==> src/rtl/writeback_queue.sv <==
// Register-file write-back stage: ALU results write directly, mult/div results go through a
// small FIFO. Handles write-after-write kills, ALU-vs-queue fairness, r0 suppression and forwarding.
module writeback_queue #(
  parameter int DEPTH    = 4,
  parameter int MAX_WAIT = 3
) (
  input  logic        clock,
  input  logic        ctrl_reset,
  input  logic        alu_valid,
  input  logic [4:0]  alu_rd,
  input  logic [31:0] alu_data,
  output logic        alu_stall,
  input  logic        md_valid,
  input  logic [4:0]  md_rd,
  input  logic [31:0] md_data,
  output logic        md_ready,
  input  logic [4:0]  rd_a,
  input  logic [4:0]  rd_b,
  output logic        fwd_valid_a,
  output logic        fwd_valid_b,
  output logic [31:0] fwd_data_a,
  output logic [31:0] fwd_data_b,
  output logic        ctrl_writeEn,
  output logic [4:0]  ctrl_writeReg,
  output logic [31:0] data_writeReg
);
  localparam int PW = $clog2(DEPTH);
  localparam int WW = $clog2(MAX_WAIT + 1);

  typedef struct packed {
    logic        live;
    logic [4:0]  rd;
    logic [31:0] data;
  } entry_t;

  entry_t [DEPTH-1:0] q;
  logic [PW-1:0]      head, tail;
  logic [PW:0]        count;
  logic [WW-1:0]      wait_cnt;

  logic head_live, alu_wr, head_issue, pop, push;

  always_comb begin
    head_live  = (count != '0) && q[head].live;
    alu_stall  = head_live && (wait_cnt == WW'(MAX_WAIT));
    // ctrl_reset gates the ALU path so nothing reaches the write port while in reset.
    alu_wr     = ctrl_reset && alu_valid && !alu_stall && (alu_rd != 5'd0);
    head_issue = head_live && !alu_wr;
    // Dead heads drain regardless of ALU activity.
    pop        = (count != '0) && (!q[head].live || head_issue);
    md_ready   = (count < (PW+1)'(DEPTH));
    push       = md_valid && md_ready && (md_rd != 5'd0);
  end

  always_comb begin
    ctrl_writeEn  = 1'b0;
    ctrl_writeReg = 5'd0;
    data_writeReg = 32'd0;
    if (alu_wr) begin
      ctrl_writeEn  = 1'b1;
      ctrl_writeReg = alu_rd;
      data_writeReg = alu_data;
    end else if (head_issue) begin
      ctrl_writeEn  = 1'b1;
      ctrl_writeReg = q[head].rd;
      data_writeReg = q[head].data;
    end
  end

  // Scan oldest to youngest so the youngest live match wins; the write port overrides all.
  always_comb begin
    logic [PW-1:0] idx;
    idx         = '0;
    fwd_valid_a = 1'b0;
    fwd_data_a  = 32'd0;
    fwd_valid_b = 1'b0;
    fwd_data_b  = 32'd0;
    for (int i = 0; i < DEPTH; i++) begin
      idx = head + PW'(i);
      if (q[idx].live && q[idx].rd == rd_a) begin
        fwd_valid_a = 1'b1;
        fwd_data_a  = q[idx].data;
      end
      if (q[idx].live && q[idx].rd == rd_b) begin
        fwd_valid_b = 1'b1;
        fwd_data_b  = q[idx].data;
      end
    end
    if (ctrl_writeEn && ctrl_writeReg == rd_a) begin
      fwd_valid_a = 1'b1;
      fwd_data_a  = data_writeReg;
    end
    if (ctrl_writeEn && ctrl_writeReg == rd_b) begin
      fwd_valid_b = 1'b1;
      fwd_data_b  = data_writeReg;
    end
    if (rd_a == 5'd0) begin
      fwd_valid_a = 1'b0;
      fwd_data_a  = 32'd0;
    end
    if (rd_b == 5'd0) begin
      fwd_valid_b = 1'b0;
      fwd_data_b  = 32'd0;
    end
  end

  always_ff @(posedge clock or negedge ctrl_reset) begin
    if (!ctrl_reset) begin
      q        <= '0;
      head     <= '0;
      tail     <= '0;
      count    <= '0;
      wait_cnt <= '0;
    end else begin
      for (int i = 0; i < DEPTH; i++)
        if (alu_wr && q[i].rd == alu_rd) q[i].live <= 1'b0;
      if (pop) begin
        q[head].live <= 1'b0;
        head         <= head + PW'(1);
      end
      if (push) begin
        q[tail] <= '{live: !(alu_wr && md_rd == alu_rd), rd: md_rd, data: md_data};
        tail    <= tail + PW'(1);
      end
      count    <= count + (PW+1)'(push) - (PW+1)'(pop);
      wait_cnt <= (head_live && !head_issue) ? wait_cnt + WW'(1) : '0;
    end
  end
endmodule

==> config.mk <==
export PLATFORM = sky130hd
export DESIGN_NAME = writeback_queue
export DESIGN_NICKNAME = d
export VERILOG_FILES = /design/src/rtl/writeback_queue.sv
export SDC_FILE = /design/constraint.sdc
export NUM_CORES = 1
export LEC_CHECK = 0
export ABC_AREA = 1
export BUFFER_PORTS_ARGS = -buffer_cell sky130_fd_sc_hd__buf_4
export CAP_MARGIN = 15
export CORE_UTILIZATION = 45
export DETAILED_ROUTE_END_ITERATION = 12
export GPL_TIMING_DRIVEN = 0
export HOLD_SLACK_MARGIN = 0.12
export PLACE_DENSITY_LB_ADDON = 0.08
export SLEW_MARGIN = 40
export SYNTH_ARGS = -nofsm -noshare
export SYNTH_HDL_FRONTEND = slang
export SYNTH_SLANG_ARGS = --single-unit
==> constraint.sdc <==
create_clock -name clock -period 8.5 [get_ports clock]
set_clock_uncertainty 0.15 [all_clocks]
set_input_delay 1.275 -clock clock [delete_from_list [all_inputs] [get_ports clock]]
set_output_delay 1.275 -clock clock [all_outputs]
set_load 0.03 [all_outputs]
==> results of run 1 <==
[sequential cells by signal, indices dropped and copies added (netlist names)]
name,cells
q,152
head,2
wait_cnt,2
tail,2
count,3
[area by class of cell]
type                            instances  area [sq um]
Fill cell                            3388         15000
Multi-Input combinational cell       2048          9210
Sequential cell                       161          4030
Timing Repair Buffer                  185          1440
Buffer                                172           855
Inverter                              221           837
Tap cell                              442           553
Clock buffer                           20           467
Clock inverter                         12           204
[cells in the final DEF, fill, tap and decap left out, drive strengths merged]
master / netlist / final
buf: 94 / 279
clkinv: 1 / 4
or2: 1 / 1
nand3b: 1 / 1
bufinv: 0 / 5
clkinvlp: 0 / 3
ha: 11 / 11
nand2: 1034 / 1034
o211ai: 5 / 5
o21ai: 475 / 475
dfrtp: 161 / 161
nand4: 9 / 9
clkbuf: 78 / 98
nor3: 8 / 8
o22ai: 1 / 1
nand3: 114 / 114
a22o: 29 / 29
xnor2: 12 / 12
and2: 2 / 2
nor4: 4 / 4
nor2: 297 / 297
a21oi: 13 / 13
o21a: 1 / 1
a21boi: 2 / 2
fa: 1 / 1
a31oi: 1 / 1
xor2: 21 / 21
inv: 220 / 221
mux2i: 4 / 4
and3: 2 / 2
[metrics by stage]
stage          instance area [sq um]  worst slack [ns]  cells
6_report                       17600              2.02   3261
5_1_grt                        17600              1.71   3261
4_1_cts                        17600              2.14   3261
3_5_place_dp                   16900              2.51   3229
3_3_place_gp                   16900              1.71   3227
2_1_floorplan                  14900              3.56   2602
[worst min-delay path by stage]
stage,slack (ns),startpoint,endpoint
5_1_grt,0.32,wait_cnt[0],wait_cnt[0]
2_1_floorplan,0.26,wait_cnt[0],wait_cnt[0]
6_report,0.28,wait_cnt[0],wait_cnt[0]
4_1_cts,0.29,wait_cnt[0],wait_cnt[0]
3_3_place_gp,0.27,wait_cnt[0],wait_cnt[0]
3_5_place_dp,0.28,wait_cnt[0],wait_cnt[0]
[kinds of logic after synthesis]
kind of cell	Yosys count
and+or+nand+nor	1472
DFF	161
muxes	4
buffers and inverters	393
AOI/OAI and AO/OA	527
xor gates and xnor gates	33
adders and majority gates	12
[routing by layer]
layer / routed length, um / part of all wire / GRT usage
met2: 24200 / 0.39 / 0.507
met1: 29800 / 0.48 / 0.591
met5: 0 / 0 / 0
met4: 763 / 0.012 / 0.0650
met3: 7050 / 0.11 / 0.0535
[worst max-delay path, cell delays in order, from the launching register on]
cell and delay (ns):
dfrtp_1 0.42, buf_6 0.17, inv_4 0.12, buf_4 0.20
buf_2 0.22, clkbuf_1 0.45, ha_1 0.37, inv_2 0.18
buf_2 0.30, nand3_1 0.13, nand2_1 0.20, xor2_1 0.18
nand4_1 0.09, nor2_1 0.29, buf_4 0.24, buf_4 0.20
nor2_1 0.06, nand2_1 0.06, nand2_1 0.09, nand2_1 0.08
nand2_1 0.05, nor2_1 0.26, buf_4 0.23
[power groups by stage]
stage                     logic (mW)  registers (mW)  clock network, mW
after floorplan                 3.84            1.31                  0
after global placement          5.67            1.40                  0
after detailed placement        5.75            1.42                  0
after CTS                       5.77            1.41              0.868
after global routing            6.54            1.46              0.899
final                           5.96            1.43              0.865
==> flow_metrics.py, run 1 <==
metrics = {
    "clock_tree": {
        "cts_hold_buf": 0,
        "clockRootBuffer": "clkbuf_16",
        "post_cts_buffers": 0,
        "cts_buffer_depth": 2,
        "cts_tree": "yes",
        "cts_buffers": 17,
        "clk_latency_ns": 0.43,
        "clk_pin_slew_ns": 0.06,
        "cts.htree.levels": 4,
        "post_cts_resized": 0,
        "clock-sinks": 161,
    },
    "floorplan": {
        "die_w_um": 184,
        "dieArea_sq_um": 33900,
        "die_h_um": 184,
        "initial_core_util": 0.458,
        "rows": 66,
        "io_pins": 194,
        "core-area_sq_um": 32600,
    },
    "synth": {
        "synthMuxAreaShare": 0.00268,
        "synth_top_flop_cell": "dfrtp_1",
        "syn_area_sq_um": 14900,
        "async_flop_share": 1.00,
        "synth_top_area_cell": "dfrtp_1",
        "synthCells": 2602,
        "synth_area_leaders": "dfrtp_1 (27%), nand2_1 (26%), o21ai_0 (14%), nor2_1 (7.1%), inv_1 (5.3%)",
        "ys_warn_count": 0,
        "synth_adder_area_share": 0.0106,
        "synth-compound-area-share": 0.187,
        "synth_top_family_by_area": "simple AND/OR/NAND/NOR gates",
        "ys_types": 47,
        "synth_xor_xnor_area_share": 0.0194,
        "ys_seq_elements": 161,
        "synth_most_common_cell": "nand2_1",
        "synth_nets": 2702,
        "synth-simple-area-share": 0.397,
        "ys_seq_area_frac": 0.270,
        "avgSynthCellArea_sq_um": 5.74,
        "synth_top_area_share": 0.270,
        "synth_edf_count": 0,
        "synth_commonest_cells": "nand2_1 (1023), o21ai_0 (426), nor2_1 (281), inv_1 (209), dfrtp_1 (161)",
    },
    "pwr": {
        "p_total_mw": 8.26,
        "power.density_nw_per_um2": 469,
        "peakVddDrop_mv": 0.259,
        "p_sw_mw": 4.88,
        "pwr-share-seq": 0.173,
        "p_comb_frac": 0.722,
        "power_leakage_nw": 9.28,
        "p_sw_frac": 0.592,
        "p_int_mw": 3.37,
        "power_frac_clock": 0.105,
    },
    "worst_setup_path": {
        "path_max_fanout": 11,
        "critPathLaunch": "head[1]",
        "reg2reg_from": "count[1]",
        "end_kind": "primary output",
        "r2r_slack_ns": 4.88,
        "critPathLaunchType": "flop",
        "reg2reg_to": "count[2]",
        "ff2ff_path_depth": 15,
        "worst-setup-path-type": "flop to primary output",
        "crit_path_end": "fwd_data_b[24]",
        "critPathRequiredTime_ns": 7.07,
        "arrival_ns": 5.05,
    },
    "timing": {
        "tightestPinTransition_ns": 0.789,
        "relSlewSlack": 0.468,
        "fin_crit_sh": 0.762,
        "hold_viol": 0,
        "max_freq_mhz": 154,
        "final_max_slew_viol_count": 0,
        "whs_ns": 0.283,
        "finalSetupViolations": 0,
        "fin_crit_ns": 6.48,
        "rsz0062_at_grt": "no",
        "tns_ns": 0,
    },
    "final_layout": {
        "diodes": 0,
        "postLayoutCoreUtil": 0.539,
        "area.growth.synth_to_final_pct": 17.8,
        "fin_nets": 2906,
        "layout-drive-gt1-share": 0.128,
    },
    "min_path": {
        "hold_path_depth": 1,
        "hold_path_class": "flop to flop",
    },
    "global_route": {
        "grt_pass1_vias": 16100,
        "grt_pass1_wl_um": 94700,
        "grtUsageTotal": 0.367,
        "overflow": 0,
        "grt_max_degree": 76,
        "antenna_found_initial": 0,
    },
    "detailed_routing": {
        "drc": 0,
        "drt_iter0_drc": 2146,
        "drtPass1Iterations": 6,
        "ant_nets": 0,
        "viasPerCell": 5.52,
        "wl_per_cell_um": 19.0,
        "routed_wl_um": 61900,
        "vias": 18000,
    },
    "outcome": {
        "status": "completed",
    },
    "placed_design": {
        "dp_hpwl_um": 50200,
        "io_buffers": 183,
        "place_congestion": 0.959,
    },
    "run": {
        "maxCapViolations": 0,
    },
}
(Power assumes the default switching activity.)
==> run 2: changes to the inputs <==
Clock period 8.5 ns to 5.5 ns, I/O delays scaled along.
==> run 2 against run 1 <==
Flip-flop and latch count did not move. Setup slack got worse by 1.6 ns. Die area did not move. Global-route usage rose by 0.098 points. Wire length fell by 0.25%. Non-clock buffer count fell by 1. Via count fell by 0.72%. Sequential share of layout area fell by 0.050 points. Hold slack got worse by 0.11 ns. Critical path depth did not move. Final cell count barely moved. First-iteration DRC count rose by 0.37%. Largest cell class unchanged.
==> flow_metrics.py, run 2 (same netlist as run 1, synthesis figures left out) <==
metrics = {
    "floorplan": {
        "core-area_sq_um": 32600,
        "die_h_um": 184,
        "dieArea_sq_um": 33900,
        "initial_core_util": 0.458,
        "io_pins": 194,
        "rows": 66,
        "die_w_um": 184,
    },
    "final_layout": {
        "final_cells": 3260,
        "largestRegisters": "q: 152 flops, count: 3 flops",
        "largest_reg_flops": 152,
        "diodes": 0,
        "layout-drive-gt1-share": 0.129,
        "layout_common_cells": "nand2_1 (1023), o21ai_0 (426), nor2_1 (278)",
        "seq_area_sq_um": 4030,
        "fin_nets": 2905,
        "multiInputGateArea_sq_um": 9220,
        "fill_cells": 3390,
        "area.growth.synth_to_final_pct": 18.1,
        "top_register": "q",
        "final_common_cell": "nand2_1",
        "postLayoutCoreUtil": 0.540,
    },
    "worst_setup_path": {
        "worstPathCellList": "buf_6, inv_6, buf_6, buf_4, ha_1, inv_2, buf_4, nand2_1, nand2_1, nand2_1, nor2_1, nand3_1, buf_4, a21oi_2, buf_4, nand2_1, nand2_1, nand2_1, nand2_1, nand2_1, nor2_1, buf_4",
        "path_buf_inv": 9,
        "critPathLaunchType": "flop",
        "end_kind": "primary output",
        "crit_slowest_cell": "dfrtp_1",
        "path_max_fanout": 19,
        "crit_top_cell": "nand2_1",
        "arrival_ns": 4.13,
        "cp_top_family": "buffers and inverters",
        "worst-setup-path-type": "flop to primary output",
        "cp_slowest_stage_delay_ns": 0.42,
        "critPathRequiredTime_ns": 4.53,
    },
    "clock_tree": {
        "cts_buffer_depth": 2,
        "cts.htree.levels": 4,
        "clockRootBuffer": "clkbuf_16",
        "clk_latency_ns": 0.43,
        "cts_tree": "yes",
        "clk_pin_slew_ns": 0.07,
        "clock-sinks": 161,
        "cts_buffers": 17,
    },
    "run": {
        "maxCapViolations": 0,
    },
    "pwr": {
        "p_sw_mw": 7.54,
        "power_frac_clock": 0.105,
        "power_leakage_nw": 9.30,
        "p_comb_frac": 0.722,
        "p_sw_frac": 0.591,
        "pwr-share-seq": 0.173,
        "peakVddDrop_mv": 0.400,
        "p_int_mw": 5.22,
        "power.density_nw_per_um2": 724,
    },
    "timing": {
        "final_max_slew_viol_count": 0,
        "tightestPinTransition_ns": 0.772,
        "fin_crit_ns": 5.10,
        "layout_setup_ws_ns": 0.396,
        "relSlewSlack": 0.480,
        "max_freq_mhz": 196,
        "fin_crit_sh": 0.928,
        "rsz0062_at_grt": "no",
        "finalSetupViolations": 0,
        "hold_viol": 0,
    },
    "detailed_routing": {
        "wl_per_cell_um": 18.9,
        "drc": 0,
        "routed_wl_um": 61700,
        "viasPerCell": 5.48,
        "ant_nets": 0,
        "drt_iter0_drc": 2154,
        "drtPass1Iterations": 6,
        "vias": 17900,
    },
    "min_path": {
        "hold_path_class": "primary input to async pin",
    },
    "placed_design": {
        "io_buffers": 183,
        "place_congestion": 0.959,
        "dp.cells": 3229,
        "place_ws_ns": 0.0543,
        "dp_hpwl_um": 50200,
    },
    "global_route": {
        "antenna_found_initial": 0,
        "grt_max_degree": 76,
        "overflow": 0,
        "grtUsageTotal": 0.368,
        "grt_pass1_wl_um": 94900,
        "grt_pass1_vias": 16100,
    },
    "outcome": {
        "status": "completed",
    },
}
[run 2: layout make-up]
| cell class | count | area share |
|---|---|---|
| Buffer | 169 | 0.0483 |
| Sequential cell | 161 | 0.229 |
| Timing Repair Buffer | 187 | 0.0832 |
| Inverter | 221 | 0.0475 |
| Clock inverter | 12 | 0.0116 |
| Clock buffer | 20 | 0.0265 |
| Multi-Input combinational cell | 2048 | 0.523 |
| Tap cell | 442 | 0.0314 |
[run 2: final timing paths]
kind | from | endpoint | slack, ns | depth (start not counted)
min in group clock | wait_cnt[0] | wait_cnt[0] | 0.29 | 1
worst max register to register | count[1] | count[2] | 1.90 | 15
worst max-delay path | head[0] | fwd_data_b[26] | 0.40 | 22
max in group asynchronous | ctrl_reset | q[52] | 3.90 | 2
worst min register to register | wait_cnt[0] | wait_cnt[0] | 0.29 | 1
worst min-delay path | ctrl_reset | q[50] | 0.17 | 2
[run 2: power by group through the flow]
stage | Clock [mW] | Combinational, mW | Sequential [mW]
after floorplan | 0 | 5.93 | 2.02
after global placement | 0 | 8.76 | 2.16
after detailed placement | 0 | 8.88 | 2.19
after CTS | 1.34 | 8.93 | 2.18
after global routing | 1.39 | 10.1 | 2.26
final | 1.33 | 9.22 | 2.21
[run 2: metrics by stage]
stage               cell area [sq um]  hold slack (ns)  power, mW  TNS [ns]
detailed placement              16900            0.277       11.1         0
finish                          17600            0.174       12.8         0
CTS                             17600            0.170       12.5         0
floorplan                       14900            0.258       7.95         0
global placement                16900            0.268       10.9     -9.32
global route                    17600            0.175       13.8         0
[run 2: worst reg2reg max path, stage by stage, from the launching register on]
cell and delay (ns):
dfrtp_1 0.43, nor3_2 0.48, nor2_8 0.15, nand2_4 0.15, inv_2 0.07, nor2_4 0.37, nand2_1 0.11, nand2_1 0.17
inv_1 0.15, ha_1 0.31, inv_1 0.05, ha_1 0.12, inv_1 0.05, fa_1 0.39, xnor2_1 0.19, xor2_1 0.16
[run 2: timing repair]
item / in CTS / in global routing
endpoints found under the hold margin: 12 / 0
hold buffers: 2 / 0
endpoints found under the setup margin: 66 / 62
gates resized for setup: 3 / 8
setup buffers: 0 / 0
[run 2: metal layers]
| layer | track usage | vias to the layer above | part of all wire |
|---|---|---|---|
| met1 | 0.593 | 8181 | 0.48 |
| met2 | 0.509 | 1019 | 0.39 |
| met3 | 0.0522 | 54 | 0.12 |
| met5 | 0 | - | 0 |
| li1 | - | 8602 | - |
| met4 | 0.0690 | 0 | 0.014 |
